## src/rtl/alu_share_arbiter.sv

```systemverilog
// Round-robin arbiter that shares one execute ALU between two requesters.
// Ops are registered onto the ALU inputs and returned, tagged with the requester ID.
module alu_share_arbiter #(
  parameter int unsigned WIDTH = 32
) (
  input  logic             clk,
  input  logic             reset,
  input  logic             req0_valid,
  output logic             req0_ready,
  input  logic [1:0]       req0_aluop,
  input  logic [6:0]       req0_funct7,
  input  logic [2:0]       req0_funct3,
  input  logic [WIDTH-1:0] req0_a,
  input  logic [WIDTH-1:0] req0_b,
  input  logic             req1_valid,
  output logic             req1_ready,
  input  logic [1:0]       req1_aluop,
  input  logic [6:0]       req1_funct7,
  input  logic [2:0]       req1_funct3,
  input  logic [WIDTH-1:0] req1_a,
  input  logic [WIDTH-1:0] req1_b,
  output logic [1:0]       alu_aluop,
  output logic [6:0]       alu_funct7,
  output logic [2:0]       alu_funct3,
  output logic [WIDTH-1:0] alu_a,
  output logic [WIDTH-1:0] alu_b,
  input  logic [WIDTH-1:0] alu_result,
  input  logic             alu_zero,
  output logic             rsp_valid,
  input  logic             rsp_ready,
  output logic             rsp_id,
  output logic [WIDTH-1:0] rsp_data,
  output logic             rsp_zero
);

  typedef enum logic [1:0] {StIdle, StExec, StResp} state_e;

  state_e state_q;
  logic   last_grant_q;
  logic   grant1;

  // Requester 1 wins when alone, or on a conflict when requester 0 was served last.
  always_comb begin
    grant1     = req1_valid & (~req0_valid | ~last_grant_q);
    req0_ready = (state_q == StIdle) & req0_valid & ~grant1;
    req1_ready = (state_q == StIdle) & grant1;
  end

  always_ff @(posedge clk) begin
    if (reset) begin
      state_q      <= StIdle;
      last_grant_q <= 1'b1;
      alu_aluop    <= '0;
      alu_funct7   <= '0;
      alu_funct3   <= '0;
      alu_a        <= '0;
      alu_b        <= '0;
      rsp_valid    <= 1'b0;
      rsp_id       <= 1'b0;
      rsp_data     <= '0;
      rsp_zero     <= 1'b0;
    end else begin
      unique case (state_q)
        StIdle: begin
          if (req0_ready || req1_ready) begin
            alu_aluop    <= grant1 ? req1_aluop  : req0_aluop;
            alu_funct7   <= grant1 ? req1_funct7 : req0_funct7;
            alu_funct3   <= grant1 ? req1_funct3 : req0_funct3;
            alu_a        <= grant1 ? req1_a      : req0_a;
            alu_b        <= grant1 ? req1_b      : req0_b;
            rsp_id       <= grant1;
            last_grant_q <= grant1;
            state_q      <= StExec;
          end
        end
        StExec: begin
          rsp_data  <= alu_result;
          rsp_zero  <= alu_zero;
          rsp_valid <= 1'b1;
          state_q   <= StResp;
        end
        StResp: begin
          if (rsp_ready) begin
            rsp_valid <= 1'b0;
            state_q   <= StIdle;
          end
        end
        default: state_q <= StIdle;
      endcase
    end
  end

endmodule

```

## config.mk

```make
export PLATFORM = sky130hd
export DESIGN_NAME = alu_share_arbiter
export DESIGN_NICKNAME = d
export VERILOG_FILES = /design/src/rtl/alu_share_arbiter.sv
export SDC_FILE = /design/constraint.sdc
export NUM_CORES = 1
export LEC_CHECK = 0
export ABC_AREA = 1
export BUFFER_PORTS_ARGS = -buffer_cell sky130_fd_sc_hd__buf_2
export CORE_UTILIZATION = 40
export DETAILED_ROUTE_END_ITERATION = 8
export GPL_TIMING_DRIVEN = 1
export MAX_ROUTING_LAYER = met4
export PLACE_DENSITY_LB_ADDON = 0.3
export SLEW_MARGIN = 20
export SYNTH_ARGS = -nofsm -noshare
export SYNTH_HDL_FRONTEND = slang
export SYNTH_SLANG_ARGS = --single-unit
```

## constraint.sdc

```tcl
create_clock -name clk -period 1.15 [get_ports clk]
set_input_delay 0.0575 -clock clk [delete_from_list [all_inputs] [get_ports clk]]
set_output_delay 0.0575 -clock clk [all_outputs]
set_load 0.01 [all_outputs]
```

==> results.yml, run 1 <==
outcome:
  status: "finished, violations left"
  violations: "negative setup slack"
grt:
  grt_usage: 0.311
  antenna_found_initial: 0
  grt_remaining_overflow: 0
  grt_max_degree: 58
  grt_pass1_wl_mm: 34.4
  grt_pass1_vias: 7292
cells_and_area:
  antenna_cells: 0
  fin_nets: 1570
  multi_input_area_um2: 3220
  stdcell_count: 1569
  area_growth_pct: 92.7
  drive_gt1_frac: 0.374
  final_util: 0.802
  stdcell_area_um2: 10800
  nFillCells: 813
  seqCellArea_um2: 2290
floorplan:
  dieArea_um2: 14500
  io_pins: 303
  core_area_um2: 13500
  die_x_um: 120
  fp.dieH_um: 120
  rows: 42
  initial_core_util: 0.416
sta:
  setup_violations: 113
  min_period_over_period: 1.25
  rsz0062_at_grt: "true"
  max-slew-margin-rel: 0.815
  report.final.hold_viol_count: 0
  skew_ns: 0.0118
  setup_slack_ns: -0.286
  clock.fmax_ghz: 0.697
  post-route-min-period_ns: 1.44
  setup-tns-final_ns: -16.67
  slew_viol_final: 0
  tightest_slew_ns: 0.275
  whs_ns: 0.0149
setup_path:
  crit_path_end_kind: "register"
  cp.buffers_inverters: 4
  required_ns: 1.45
  arrival_ns: 1.74
  crit_path_max_incr_delay_ns: 0.34
  crit_family: "buffers and inverters"
  worstReg2RegStart: "state_q[1]"
  reg2reg_slack_ns: -0.29
  r2r_cells: 9
  crit_start: "state_q[1]"
  setup.worst_path.start_class: "register"
  cp_common_cell: "nor2_4"
  critPathKind: "reg -> reg"
  r2r-end: "alu_funct7[2]"
  path_cells: "nor2_4 -> nand2_4 -> buf_6 -> inv_4 -> nor2_4 -> buf_12 -> clkbuf_16 -> nor2_2 -> nor2_1"
  cpMaxStageDelayCell: "dfxtp_2"
  crit_fanout: 11
pwr:
  p_leak_nw: 5.68
  power.switching_mw: 4.80
  pwr-share-clk: 0.368
  power_density_nw_per_um2: 1410
  comb_power_share: 0.324
  seqPwrFrac: 0.308
  p_int_mw: 10.5
  vdd_drop_max_mv: 1.23
  totalPowerFinal_mw: 15.3
  p_sw_frac: 0.314
worst_hold_path:
  hold_depth: 5
  hold_class: "in -> reg"
  min_from: "req1_aluop[1]"
  worstHoldEndpoint: "alu_aluop[1]"
synth:
  ys_warn_count: 0
  synth_area_um2: 5600
  ys_types: 16
  syn_inst: 914
  synth-seq-cells: 114
  syn_nets: 1104
  syn_avg_cell_area_um2: 6.13
  synth_seq_area_share: 0.408
cts:
  numCtsBuffers: 17
  clk_latency_ns: 0.41
  cts.sinks: 114
  root_buffer: "clkbuf_16"
  clk_pin_slew_worst_paths_ns: 0.06
  clk_path_buf_depth: 2
  htreeDepth: 4
  tritoncts: "done"
drt:
  drc_errors: 0
  routed_wl_mm: 26.2
  ant_nets: 0
  vias_per_cell: 5.14
  drt_iter0_markers: 738
  via_count: 8072
  wl_per_cell_um: 16.7
  drt_pass1_iterations: 6
place:
  gp_congestion: 0.783
  detailed_place_hpwl_mm: 11.8
  io_buffers: 302
  dpl-instance-area_um2: 7370
  dp.cells: 1347
  dpl_worst_slack_ns: -0.0782
job:
  drv_cap: 0
-- metal layers --
layer / vias to the layer above / track usage / routed length [µm]
met5: - / - / 0
met1: 3678 / 0.325 / 9250
met4: 0 / 0.185 / 1540
met3: 134 / 0.0698 / 2050
met2: 498 / 0.535 / 13400
li1: 3762 / - / -
-- placed cells by master (no fill, tap or decap), drive strengths merged --
| cell type | count |
|---|---|
| clkinv | 5 |
| inv | 82 |
| a21oi | 3 |
| bufinv | 4 |
| dfxtp | 114 |
| clkinvlp | 4 |
| clkbuf | 29 |
| nor2 | 224 |
| nand2 | 234 |
| o21ai | 34 |
| dlygate4sd3 | 156 |
| bufbuf | 3 |
| nand3 | 155 |
| nor3 | 1 |
| buf | 345 |
-- sequential cells by signal, summed over array words and instances, names as in the netlist --
register      count
alu_a            32
state_q           2
alu_b            32
rsp_data         32
rsp_zero          1
alu_aluop         2
rsp_id            1
alu_funct7        7
rsp_valid         1
alu_funct3        3
last_grant_q      1
-- cells by family after synthesis --
kind of cell	Yosys count	synth area share
buffers and inverters	149	0.109
AO/OA/AOI/OAI	37	0.0331
AND/OR/NAND/NOR	614	0.450
flip-flops	114	0.408
-- power groups by stage --
stage,clock [mW],combinational (mW),sequential [mW]
6_report,5.62,4.94,4.70
3_3_place_gp,0,3.19,4.73
4_1_cts,5.64,3.93,4.67
2_1_floorplan,0,1.69,4.98
3_5_place_dp,0,3.22,4.74
5_1_grt,5.87,5.28,4.75
-- synth_stat cells --
library cell	number	share of area
inv_1	80	0.054
nor3_1	1	0.00089
a21oi_1	3	0.0027
nand2_1	231	0.15
dfxtp_1	114	0.41
buf_1	8	0.0054
buf_2	25	0.022
nor2_2	2	0.0022
inv_2	2	0.0013
nor2_1	221	0.15
clkbuf_1	28	0.019
nor2_4	1	0.0020
buf_4	6	0.0080
nand2_2	3	0.0034
nand3_1	155	0.14
o21ai_0	34	0.030
-- area by class of cell --
class	count	area share
Timing Repair Buffer	514	0.382
Clock inverter	13	0.0169
Sequential cell	114	0.212
Clock buffer	19	0.0410
Inverter	82	0.0292
Tap cell	176	0.0204
Multi-Input combinational cell	651	0.298
-- worst reg2reg max path: stages, from the launching register on --
cell	delay, ns
dfxtp_2	0.34
nor2_4	0.14
nand2_4	0.08
buf_6	0.14
inv_4	0.05
nor2_4	0.04
buf_12	0.16
clkbuf_16	0.19
nor2_2	0.13
nor2_1	0.06
-- timing repair --
action,4_1_cts,5_1_grt
setup endpoints to repair,106,111
cloned,8,15
resized for setup,18,165
hold buffers,156,0
pin swaps,4,29
setup buffers,5,8
endpoints found under the hold margin,112,0
-- worst max path at each step --
stage	to	slack, ns	depth (start not counted)
2_1_floorplan	alu_a[9]	-0.04	8
3_3_place_gp	alu_b[13]	-0.04	7
3_5_place_dp	alu_a[27]	-0.08	7
4_1_cts	req0_ready	-0.21	5
5_1_grt	alu_funct7[2]	-0.34	9
6_report	alu_funct7[2]	-0.29	9
No activity file was read; power rests on OpenSTA's default activity.
==> run 2: changes to the inputs <==
ABC_AREA = not set   (was 1)
CELL_PAD_IN_SITES_DETAIL_PLACEMENT = 0   (was not set)
CELL_PAD_IN_SITES_GLOBAL_PLACEMENT = 1   (was not set)
CORE_UTILIZATION = 27   (was 40)
==> run 2 against run 1 <==
Compared with the run above: the flow still finishes with violations (negative setup slack); critical path depth is 5 lower; global-route usage down 6.4 points; setup slack got worse by 0.023 ns; core utilization down 18 points; cell count fell by 12%; clock power fell by 6.2%; die area up 30%; largest power group unchanged.
==> results.yml, run 2 <==
floorplan:
  io_pins: 303
  die_x_um: 137
  core_area_um2: 18000
  dieArea_um2: 18800
  initial_core_util: 0.275
  fp.dieH_um: 137
  rows: 49
sta:
  rsz0062_at_grt: "true"
  skew_ns: 0.0101
  max-slew-margin-rel: 0.555
  setup-tns-final_ns: -17.49
  setup_violations: 115
  whs_ns: 0.0680
  setup_slack_ns: -0.309
  report.final.hold_viol_count: 0
  clock.fmax_ghz: 0.686
  min_period_over_period: 1.27
  tightest_slew_ns: 0.667
  slew_viol_final: 0
  post-route-min-period_ns: 1.46
place:
  dpl-instance-area_um2: 6820
  detailed_place_hpwl_mm: 12.0
  dp.cells: 1097
  gp_congestion: 0.728
  io_buffers: 302
  dpl_worst_slack_ns: -0.169
cts:
  clk_path_buf_depth: 2
  numCtsBuffers: 17
  clk_pin_slew_worst_paths_ns: 0.06
  tritoncts: "done"
  root_buffer: "clkbuf_16"
  cts.sinks: 114
  htreeDepth: 4
  clk_latency_ns: 0.41
cells_and_area:
  multi_input_area_um2: 3080
  stdcell_count: 1375
  layout_commonest_cell: "buf_2"
  drive_gt1_frac: 0.513
  antenna_cells: 0
  layout_common_cells: "buf_2, dlygate4sd3_1, nand2_1"
  final_util: 0.622
  nFillCells: 1482
  stdcell_area_um2: 11200
  area_growth_pct: 126
  seqCellArea_um2: 2290
  reg_top3: "alu_a (32), alu_b (32), rsp_data (32)"
  fin_nets: 1323
drt:
  drc_errors: 0
  drt_iter0_markers: 241
  routed_wl_mm: 25.0
  wl_per_cell_um: 18.2
  via_count: 6712
  drt_pass1_iterations: 4
  ant_nets: 0
  vias_per_cell: 4.88
pwr:
  power_density_nw_per_um2: 1330
  vdd_drop_max_mv: 1.08
  totalPowerFinal_mw: 14.8
  p_leak_nw: 5.04
synth:
  syn_inst: 604
  netlist.area_leader.share: 0.462
  synth_area_um2: 4930
  yosysMostFrequentCell: "nand2_1"
  ys_warn_count: 0
  yosysTopAreaCell: "dfxtp_1"
  synth_seq_area_share: 0.462
  synth-edff-count: 0
  syn_nets: 794
  synth-seq-cells: 114
  synth_ff_type: "dfxtp_1"
  ys_types: 25
  netlist_top_cells_count: "nand2_1, dfxtp_1, a21oi_1"
  synthArstFlopShare: 0
  syn_avg_cell_area_um2: 8.17
  synth_area_leaders: "dfxtp_1, nand2_1, a21oi_1, a311oi_2, a311oi_1"
setup_path:
  crit_path_max_incr_delay_ns: 0.36
  cp.buffers_inverters: 2
  setup.worst_path.start_class: "register"
  crit_family: "flip-flops"
  crit_fanout: 7
  arrival_ns: 1.40
  required_ns: 1.09
  critPathKind: "reg -> out"
  path_cells: "a21bo_4 -> buf_6 -> nor3_4 -> buf_2"
  cpMaxStageDelayCell: "dfxtp_4"
  crit_path_end_kind: "primary output"
grt:
  grt_remaining_overflow: 0
  grt_max_degree: 43
  grt_usage: 0.246
  grt_pass1_vias: 6661
  antenna_found_initial: 0
  grt_pass1_wl_mm: 34.0
outcome:
  violations: "negative setup slack"
  status: "finished, violations left"
worst_hold_path:
  hold_class: "in -> reg"
job:
  drv_cap: 0
## run 2: cell count changes after synthesis, moves of 33 or more
cell and change:
a311oi_1 +47, o21ai_0 -33, a21oi_1 +107, nand3_1 -155
inv_1 -79, nor2_1 -216
## run 2: path summary, 6_finish.rpt
path / startpoint / end / slack, ns / depth (start not counted)
min reg2reg: rsp_data[21] / rsp_data[21] / 0.45 / 2
max: last_grant_q / req1_ready / -0.31 / 4
min: req1_valid / last_grant_q / 0.07 / 3
max reg2reg: state_q[1] / last_grant_q / -0.30 / 4
## run 2: repair_timing
| action | CTS | global route |
|---|---|---|
| gates resized for setup | 45 | 198 |
| buffers inserted | 22 | 14 |
| cloned | 19 | 13 |
| hold endpoints to repair | 111 | 0 |
| endpoints found under the setup margin | 113 | 114 |
| hold buffers | 186 | 0 |
| pin swaps | 15 | 92 |
## run 2: cell families after synthesis
family	synth area share
DFF	0.462
and+or+nand+nor	0.181
AOI/OAI and AO/OA	0.294
buffers and inverters	0.0626
## run 2: per-layer routing
metal	vias up	wire length [µm]	GRT usage
met5	-	0	-
met4	0	531	0.101
met3	36	1400	0.0556
met2	267	12900	0.434
met1	3216	10200	0.267
li1	3193	-	-
## run 2: tightest hold or removal path, delay by kind of cell
family | cells | cell delay [ns]
compound gates | 1 | 0.15
buf+inv | 1 | 0.11
simple gates | 1 | 0.13
## run 2: cell type report
class | count | share of cell area
timing repair buffer | 575 | 0.441
tap | 229 | 0.0256
clock buffer | 19 | 0.0396
sequential | 114 | 0.205
clock inverter | 13 | 0.0122
inverter | 1 | 0.000336
multi-input combinational | 424 | 0.276
## run 2: power by group
group	internal, mW	switching, mW	total (mW)
registers	4.38	0.259	4.64
logic	2.63	2.29	4.92
clock network	3.24	2.03	5.27
total	10.3	4.58	14.8
==> run 3: changes to the inputs <==
CTS_CLUSTER_DIAMETER = 100   (was not set)
SKIP_CTS_REPAIR_TIMING = 1   (was not set)
==> run 3 against run 2 <==
Compared with the run above: the flow still finishes with violations (negative setup slack); non-clock buffer count fell by 22; power is 4.9% lower; sequential share of layout area up 1.6 points; core utilization shrank 4.7 points; clock skew decreased by 0.0038 ns; combinational power fell by 13%; setup slack worse by 0.0071 ns; maximum frequency down 0.48%.
==> results.yml, run 3 (same netlist as run 2, synthesis figures left out) <==
setup_path:
  reg2reg_slack_ns: -0.29
  r2r_cells: 6
  arrival_ns: 1.41
  r2r-end: "alu_funct7[2]"
  required_ns: 1.09
  crit_fanout: 3
  crit_path_end_kind: "primary output"
  critPathKind: "reg -> out"
  setup.worst_path.start_class: "register"
  worstReg2RegStart: "state_q[1]"
cells_and_area:
  stdcell_area_um2: 10300
  antenna_cells: 0
  fin_nets: 1301
  layout_common_cells: "buf_2, nand2_1, dlygate4sd3_1"
  layout_commonest_cell: "buf_2"
  area_growth_pct: 109
  drive_gt1_frac: 0.439
  reg_top3: "alu_a (32), alu_b (32), rsp_data (32)"
grt:
  grt_pass1_vias: 5111
  antenna_found_initial: 0
  grt_remaining_overflow: 0
  grt_pass1_wl_mm: 26.4
  grt_max_degree: 44
  grt_usage: 0.189
sta:
  clock.fmax_ghz: 0.682
  max-slew-margin-rel: 0.578
  slew_viol_final: 0
  whs_ns: 0.00769
  rsz0062_at_grt: "true"
  setup_slack_ns: -0.316
  skew_ns: 0.00628
  tightest_slew_ns: 0.633
  post-route-min-period_ns: 1.47
  setup-tns-final_ns: -19.03
  min_period_over_period: 1.27
  setup_violations: 88
  report.final.hold_viol_count: 0
worst_hold_path:
  worstHoldEndpoint: "state_q[1]"
  hold_class: "in -> reg"
  min_from: "rsp_ready"
  hold_depth: 4
pwr:
  power_density_nw_per_um2: 1360
  power.switching_mw: 4.21
  pwr-share-clk: 0.369
  vdd_drop_max_mv: 1.00
  p_sw_frac: 0.298
  p_leak_nw: 4.64
  seqPwrFrac: 0.327
  p_int_mw: 9.90
  comb_power_share: 0.303
  totalPowerFinal_mw: 14.1
floorplan:
  fp.dieH_um: 137
  io_pins: 303
  dieArea_um2: 18800
  die_x_um: 137
  rows: 49
  core_area_um2: 18000
  initial_core_util: 0.275
place:
  detailed_place_hpwl_mm: 12.0
  dpl_worst_slack_ns: -0.169
  gp_congestion: 0.728
  io_buffers: 302
  dpl-instance-area_um2: 6820
drt:
  vias_per_cell: 4.82
  drt_iter0_markers: 220
  via_count: 6527
  routed_wl_mm: 23.0
  drt_pass1_iterations: 6
  wl_per_cell_um: 17.0
  drc_errors: 0
  ant_nets: 0
cts:
  clk_latency_ns: 0.41
  tritoncts: "done"
  clk_pin_slew_worst_paths_ns: 0.05
  htreeDepth: 4
  cts.sinks: 114
  clk_path_buf_depth: 2
  root_buffer: "clkbuf_16"
  numCtsBuffers: 17
job:
  drv_cap: 0
outcome:
  violations: "negative setup slack"
  status: "finished, violations left"
run 3: cell count changes in the layout (fill, tap and decap cells not counted), moves of 11 or more:
| cell | delta |
|---|---|
| a311oi_1 | +11 |
| nand2_1 | +50 |
| nand2_2 | -24 |
| a21oi_1 | +12 |
| nand2_4 | -26 |
| buf_16 | -14 |
| a311oi_2 | -11 |
run 3: through the flow:
stage                     instances  utilization
after floorplan                 604            -
after global placement         1097        0.379
after detailed placement       1097        0.379
after CTS                      1129        0.412
after global routing           1353        0.575
final                          1353        0.575
run 3: metal layers:
layer / track usage / share of wire
met2: 0.318 / 0.51
met1: 0.216 / 0.42
met5: - / 0
met4: 0.0653 / 0.017
met3: 0.0489 / 0.053
run 3: cell type report:
| cell class | count | area [µm²] |
|---|---|---|
| sequential | 114 | 2290 |
| clock inverter | 13 | 136 |
| fill | 1557 | 7630 |
| clock buffer | 19 | 443 |
| inverter | 1 | 3.75 |
| tap | 229 | 287 |
| multi-input combinational | 424 | 2650 |
| timing repair buffer | 553 | 4530 |
run 3: worst max path at each step:
stage                            start         end  slack, ns  cells past startpoint
after floorplan             state_q[0]    alu_a[0]      -0.18                      7
after CTS                 last_grant_q  req1_ready      -0.47                      4
final                       state_q[0]  req0_ready      -0.32                      3
after detailed placement  last_grant_q   alu_a[29]      -0.17                      4
after global routing      last_grant_q  req1_ready      -0.39                      4
after global placement    last_grant_q   alu_a[10]      -0.12                      4
run 3: worst max-delay path, cell delays in order (launching register included):
cell and delay (ns):
dfxtp_4 0.35, or3b_4 0.42, nor2_4 0.12, buf_6 0.11
run 3: power by group through the flow:
stage	logic (mW)	clock network, mW	registers [mW]
after floorplan	1.36	0	4.87
after global placement	2.75	0	4.67
after detailed placement	2.76	0	4.68
after CTS	2.76	5.33	4.60
after global routing	4.58	5.54	4.67
final	4.28	5.21	4.62
